--- src/rtl/fifo_arb_pkg.sv ---
// Shared types and width helpers for the FIFO write-port arbiter.
package fifo_arb_pkg;

  typedef enum logic {
    ARB_IDLE  = 1'b0,
    ARB_GRANT = 1'b1
  } arb_state_t;

  localparam int MIN_IDX_W = 1;

  // Index width for an n-way selector; never narrower than one bit.
  function automatic int idx_width(input int n);
    return (n > 1) ? $clog2(n) : MIN_IDX_W;
  endfunction

endpackage

--- src/rtl/fifo_wr_arbiter_rr_picker.sv ---
// Round-robin picker: rotate requests so rr_ptr_i sits at bit 0, then take the lowest set bit.
module rr_picker
  import fifo_arb_pkg::*;
#(
  parameter  int NUM_REQ = 4,
  localparam int IDX_W   = idx_width(NUM_REQ)
) (
  input  logic [NUM_REQ-1:0] req_i,
  input  logic [IDX_W-1:0]   rr_ptr_i,
  output logic               any_req_o,
  output logic [IDX_W-1:0]   pick_o
);

  localparam logic [IDX_W:0] N_EXT = (IDX_W+1)'(NUM_REQ);

  logic [NUM_REQ-1:0] rot;
  logic [IDX_W:0]     sum;
  logic [IDX_W:0]     off;
  logic [IDX_W:0]     sel;

  always_comb begin
    rot = '0;
    sum = '0;
    for (int k = 0; k < NUM_REQ; k++) begin
      sum = {1'b0, rr_ptr_i} + (IDX_W+1)'(k);
      if (sum >= N_EXT) sum = sum - N_EXT;
      rot[k] = req_i[sum[IDX_W-1:0]];
    end

    off = '0;
    for (int k = NUM_REQ - 1; k >= 0; k--) begin
      if (rot[k]) off = (IDX_W+1)'(k);
    end

    sel = {1'b0, rr_ptr_i} + off;
    if (sel >= N_EXT) sel = sel - N_EXT;

    any_req_o = |req_i;
    pick_o    = sel[IDX_W-1:0];
  end

endmodule

--- src/rtl/fifo_wr_arbiter.sv ---
// Round-robin burst arbiter sharing one FIFO write port among NUM_REQ valid/ready producers.
module fifo_wr_arbiter
  import fifo_arb_pkg::*;
#(
  parameter  int NUM_REQ    = 4,
  parameter  int DATA_WIDTH = 8,
  parameter  int BURST_LEN  = 4,
  localparam int IDX_W      = idx_width(NUM_REQ)
) (
  input  logic                          clk,
  input  logic                          reset,
  input  logic [NUM_REQ-1:0]            req_valid,
  input  logic [NUM_REQ*DATA_WIDTH-1:0] req_data,
  output logic [NUM_REQ-1:0]            req_ready,
  input  logic                          fifo_full,
  output logic                          fifo_wr,
  output logic [DATA_WIDTH-1:0]         fifo_w_data,
  output logic [NUM_REQ-1:0]            grant,
  output logic [IDX_W-1:0]              grant_id,
  output logic                          busy
);

  localparam int               CNT_W     = $clog2(BURST_LEN + 1);
  localparam logic [CNT_W-1:0] LAST_BEAT = CNT_W'(BURST_LEN - 1);
  localparam logic [IDX_W-1:0] LAST_IDX  = IDX_W'(NUM_REQ - 1);

  arb_state_t             state_q, state_d;
  logic [IDX_W-1:0]       owner_q, owner_d;
  logic [IDX_W-1:0]       rr_ptr_q, rr_ptr_d;
  logic [CNT_W-1:0]       beat_cnt_q, beat_cnt_d;

  logic                   any_req;
  logic [IDX_W-1:0]       pick;
  logic                   owner_vld;
  logic [DATA_WIDTH-1:0]  owner_data;
  logic                   xfer;

  rr_picker #(.NUM_REQ(NUM_REQ)) u_picker (
    .req_i     (req_valid),
    .rr_ptr_i  (rr_ptr_q),
    .any_req_o (any_req),
    .pick_o    (pick)
  );

  always_comb begin
    owner_vld  = 1'b0;
    owner_data = '0;
    for (int i = 0; i < NUM_REQ; i++) begin
      if (owner_q == IDX_W'(i)) begin
        owner_vld  = req_valid[i];
        owner_data = req_data[i*DATA_WIDTH +: DATA_WIDTH];
      end
    end
  end

  // Reset gates the strobe directly so a mid-burst reset never writes.
  assign xfer = (state_q == ARB_GRANT) & owner_vld & ~fifo_full & ~reset;

  always_comb begin
    state_d    = state_q;
    owner_d    = owner_q;
    rr_ptr_d   = rr_ptr_q;
    beat_cnt_d = beat_cnt_q;
    case (state_q)
      ARB_IDLE: begin
        beat_cnt_d = '0;
        if (any_req) begin
          state_d = ARB_GRANT;
          owner_d = pick;
        end
      end
      ARB_GRANT: begin
        if (!owner_vld || (xfer && (beat_cnt_q == LAST_BEAT))) begin
          state_d    = ARB_IDLE;
          beat_cnt_d = '0;
          rr_ptr_d   = (owner_q == LAST_IDX) ? '0 : owner_q + 1'b1;
        end else if (xfer) begin
          beat_cnt_d = beat_cnt_q + 1'b1;
        end
      end
      default: state_d = ARB_IDLE;
    endcase
  end

  always_comb begin
    req_ready   = '0;
    grant       = '0;
    grant_id    = '0;
    busy        = 1'b0;
    fifo_wr     = 1'b0;
    fifo_w_data = '0;
    if (state_q == ARB_GRANT) begin
      busy        = 1'b1;
      grant_id    = owner_q;
      fifo_wr     = xfer;
      fifo_w_data = owner_data;
      for (int i = 0; i < NUM_REQ; i++) begin
        grant[i]     = (owner_q == IDX_W'(i));
        req_ready[i] = (owner_q == IDX_W'(i)) & ~fifo_full & ~reset;
      end
    end
  end

  always_ff @(posedge clk) begin
    if (reset) begin
      state_q    <= ARB_IDLE;
      owner_q    <= '0;
      rr_ptr_q   <= '0;
      beat_cnt_q <= '0;
    end else begin
      state_q    <= state_d;
      owner_q    <= owner_d;
      rr_ptr_q   <= rr_ptr_d;
      beat_cnt_q <= beat_cnt_d;
    end
  end

endmodule
--- config.mk ---
export PLATFORM = sky130hd
export DESIGN_NAME = fifo_wr_arbiter
export DESIGN_NICKNAME = d
export VERILOG_FILES = /design/src/rtl/fifo_arb_pkg.sv /design/src/rtl/fifo_wr_arbiter_rr_picker.sv /design/src/rtl/fifo_wr_arbiter.sv
export SDC_FILE = /design/constraint.sdc
export NUM_CORES = 1
export LEC_CHECK = 0
export ABC_AREA = 1
export CORE_UTILIZATION = 41
export CTS_CLUSTER_DIAMETER = 80
export CTS_CLUSTER_SIZE = 40
export DETAILED_ROUTE_END_ITERATION = 10
export GPL_TIMING_DRIVEN = 0
export PLACE_DENSITY_LB_ADDON = 0.15
export SLEW_MARGIN = 20
export SYNTH_ARGS = -nofsm -noshare
export SYNTH_HDL_FRONTEND = slang
export SYNTH_HIERARCHICAL = 1
export SYNTH_SLANG_ARGS = --single-unit
export TNS_END_PERCENT = 20
--- constraint.sdc ---
create_clock -name clk -period 3.7 [get_ports clk]
set_input_delay 0.74 -clock clk [delete_from_list [all_inputs] [get_ports clk]]
set_output_delay 0.74 -clock clk [all_outputs]
set_load 0.05 [all_outputs]
==> impl_summary.txt <==
----------------------------------------------------
[GRT]
  Overall overflow remaining after global route ... 0
  Largest net degree at the start of global routing ... 11
  Antenna violations before repair ... 0
  Via count of the first global-routing pass ... about 1000
  Overall global routing resource usage ... 0.223
  First-pass GRT wire length ... 4.59 mm

[Logic synthesis]
  Number of flops mapped to enable cells by yosys ... 0
  Fraction of synthesized area in multiplexers ... 0
  Most numerous cell types in the synthesized netlist ... sky130_fd_sc_hd__nand2_1, sky130_fd_sc_hd__inv_1, sky130_fd_sc_hd__a21oi_1, sky130_fd_sc_hd__o21ai_0, sky130_fd_sc_hd__dfxtp_1
  Syn Inst Count ... around 180
  Arithmetic-cell share of the synthesized area counting full adders, half adders and majority gates ... 0.0844
  XOR/XNOR share of the synthesized area ... 0.00844
  Count of synthesis-stage warnings from yosys ... 6
  Predominant post-synthesis flop cell ... sky130_fd_sc_hd__dfxtp_1
  Avg Inst Size Synth ... around 5.6 um^2
  Most frequently used cell type in the post-synthesis netlist ... sky130_fd_sc_hd__nand2_1
  Cell variety after synth ... 22
  Synth Area in Compound Gates ... 0.217
  Sequential element share of the synthesized area ... 0.154
  Nets in the synthesized netlist ... 230
  Ys async rst share ... 0
  Area share of the largest cell type after synthesis ... 0.242
  Synth top area cells ... sky130_fd_sc_hd__nand2_1, sky130_fd_sc_hd__dfxtp_1, sky130_fd_sc_hd__inv_1
  Netlist area before placement ... approximately 0.0010 mm^2
  Synthesized flop and latch total ... 8
  Share of synthesized cell area in and, or, nand and nor gates ... 0.397
  Dominant combinational cell family by area after synthesis ... simple AND/OR/NAND/NOR gates
  Leading area contributor after synthesis ... sky130_fd_sc_hd__nand2_1

[Timing]
  Actual transition at the worst max-transition pin ... 0.512 ns
  Max transition margin ... 0.657
  Final number of setup-violating endpoints ... 0
  Unrepaired setup endpoints after global routing ... false
  Number of pins exceeding their max-slew limit in the final report ... 0
  FMAX ... approximately 300 MHz
  Final Hold Violating Endpoints ... 0
  Final Skew ... between 0.005 and 0.006 ns
  Period utilisation layout ... 0.904
  Min Clock Period, post-route ... approximately 3.3 ns
  Total negative slack for setup checks ... 0 ns

[Pwr]
  Peak supply drop ... 0.565 mV
  Ratio of total power to cell area ... approximately 790 mW/mm^2
  Static Leakage ... roughly 0.80 nW
  Power consumption ... about 0.0013 W

[Clocking]
  Clock slew at reported path FFs ... around 0.060 ns
  Count of instances resized after the clock tree is built ... 0
  Clock root buffer ... sky130_fd_sc_hd__clkbuf_4
  Number of hold buffers added after cts ... 0
  Clock sink total ... 8
  Maximum buffer depth of the clock tree ... 2
  Post-CTS setup-driven buffer insertion count ... 0
  Clock insertion delay at the later pin of the skew report ... about 0.26 ns
  Cts bufs inserted ... 3
  CTS tree ... yes
  Depth of the CTS H-tree ... 1

[Setup path]
  Slowest-stage cell, CP ... sky130_fd_sc_hd__clkdlybuf4s50_1
  Critical Path Fanout Max ... 10
  Worst Setup Path Type ... flip-flop to output port
  Crit path launch type ... flip-flop
  Critical Path, Cell by Cell ... inv_1 > ha_1 > inv_2 > clkbuf_1 > o21ai_0 > a21oi_1 > clkdlybuf4s50_1
  CP Data Required Time ... 2.96 ns
  Endpoint type of the worst setup path ... output port
  Critical path arrival ... 2.61 ns
  CP max stage delay ... a little over 0.8 ns

[Finish]
  Final net count ... 293
  Number of inserted diodes ... 0
  Cell area after layout ... ~0.0017 mm^2
  Share of cells above drive strength 1 ... 0.0816
  Layout area overhead ... 61.5%

[Run]
  Max-cap viol count ... 0

[Detailed routing]
  Drt first-iter violations ... 32
  Wire length per cell ... approximately 11 um
  Number of vias in the routed layout ... 1306
  # DRC ... 0
  Post-route ant nets ... 0
  Total Wirelength ... a little over 3 mm
  Routed vias/inst ... ~4.8
  DR pass1 iterations ... 4

[Floorplanning]
  Core Footprint ... 0.00230 mm^2
  Starting density of the core ... 0.452
  Die span in y ... between 50 and 60 um
  Area of the die ... approximately 0.0027 mm^2
  Chip Width ... between 50 and 60 um
  Top-level I/O count ... 59
  Number of rows in the core area ... 17

[Hold path]
  HP Class ... flip-flop to flip-flop

[Placed design]
  Gp weighted congestion ... 0.823
  Detailed-placement wirelength estimate ... between 2 and 2.5 mm
  Total placed instance area ... between 0.0015 and 0.002 mm^2
  Buffers added on ports ... 58

[Outcome]
  Status ... finished, final reports clean

----------------------------------------------------
[worst paths after layout]
| kind | depth (start not counted) | start | slack (ns) | end |
|---|---|---|---|---|
| worst min-delay path | 2 | beat_cnt_q[2]$_SDFFE_PP0P_ | 0.47 | beat_cnt_q[2]$_SDFFE_PP0P_ |
| worst max-delay path | 7 | owner_q[0]$_SDFFE_PP0P_ | 0.35 | fifo_w_data[6] |
| worst max register to register | 14 | rr_ptr_q[0]$_SDFFE_PP0P_ | 1.80 | owner_q[1]$_SDFFE_PP0P_ |
| worst min register to register | 2 | beat_cnt_q[2]$_SDFFE_PP0P_ | 0.47 | beat_cnt_q[2]$_SDFFE_PP0P_ |
[state kept, by name, indices dropped and copies added, names as in the netlist]
name / count
beat_cnt_q: 3
state_q: 1
owner_q: 2
rr_ptr_q: 2
[power by group]
| group | total [W] | switching, W | internal [W] |
|---|---|---|---|
| combinational | 0.00110 | 0.000718 | 0.000383 |
| sequential | 0.000145 | 0.0000342 | 0.000111 |
| clock | 0.0000697 | 0.0000324 | 0.0000373 |
| total | 0.00132 | 0.000784 | 0.000531 |
[metrics by stage]
step	worst slack, ns	cells	util	hold WS, ns
after global placement	0.394	270	0.719	0.455
after floorplan	1.02	184	-	0.445
after global routing	0.150	273	0.729	0.503
after detailed placement	0.402	270	0.719	0.466
after CTS	0.355	273	0.729	0.475
final	0.353	273	0.729	0.470
[metal layers]
| layer | GRT usage | vias to the layer above | share of wire |
|---|---|---|---|
| met5 | 0 | - | 0 |
| met4 | 0.0789 | 0 | 0.013 |
| met3 | 0.0261 | 5 | 0.084 |
| met2 | 0.338 | 46 | 0.40 |
| met1 | 0.320 | 545 | 0.50 |
| li1 | - | 710 | - |
[layout make-up]
class | instances | area, um^2
Fill cell | 207 | 622
Timing Repair Buffer | 58 | 581
Inverter | 29 | 116
Clock buffer | 3 | 22.5
Sequential cell | 8 | 160
Multi-Input combinational cell | 142 | 733
Buffer | 5 | 27.5
Tap cell | 28 | 35.0
[cells in the final DEF, fill, tap and decap left out]
master / netlist / routed
sky130_fd_sc_hd__nand2_1: 67 / 67
sky130_fd_sc_hd__clkdlybuf4s50_1: 0 / 58
sky130_fd_sc_hd__inv_1: 24 / 24
sky130_fd_sc_hd__a21oi_1: 17 / 17
sky130_fd_sc_hd__o21ai_0: 16 / 16
sky130_fd_sc_hd__dfxtp_1: 8 / 8
sky130_fd_sc_hd__nand3_1: 7 / 7
sky130_fd_sc_hd__ha_1: 7 / 7
sky130_fd_sc_hd__nor2_1: 6 / 6
sky130_fd_sc_hd__a22oi_1: 6 / 6
sky130_fd_sc_hd__nand2_2: 5 / 5
sky130_fd_sc_hd__inv_2: 4 / 4
sky130_fd_sc_hd__clkbuf_1: 3 / 3
sky130_fd_sc_hd__o21ai_1: 3 / 3
sky130_fd_sc_hd__clkbuf_4: 0 / 3
sky130_fd_sc_hd__nor2_4: 2 / 2
sky130_fd_sc_hd__nand3_2: 2 / 2
sky130_fd_sc_hd__nor3_4: 1 / 1
sky130_fd_sc_hd__buf_2: 1 / 1
sky130_fd_sc_hd__or2_1: 1 / 1
sky130_fd_sc_hd__buf_6: 1 / 1
sky130_fd_sc_hd__inv_8: 1 / 1
sky130_fd_sc_hd__xor2_1: 1 / 1
sky130_fd_sc_hd__nand4_1: 1 / 1
[kinds of logic (layout without fill, tap and decap cells)]
kind of cell,Yosys count,after routing
buf+inv,34,95
compound gates,42,42
xor+xnor,1,1
fa+ha+maj,7,7
simple gates,92,92
flops,8,8
[critical path: cells and delay by family, from the launching register on]
kind	cells	cell delay (ns)
fa+ha+maj	1	0.28
buf+inv	4	1.36
compound gates	2	0.32
flops	1	0.39
Note: power is estimated with default switching activity, not from simulation.
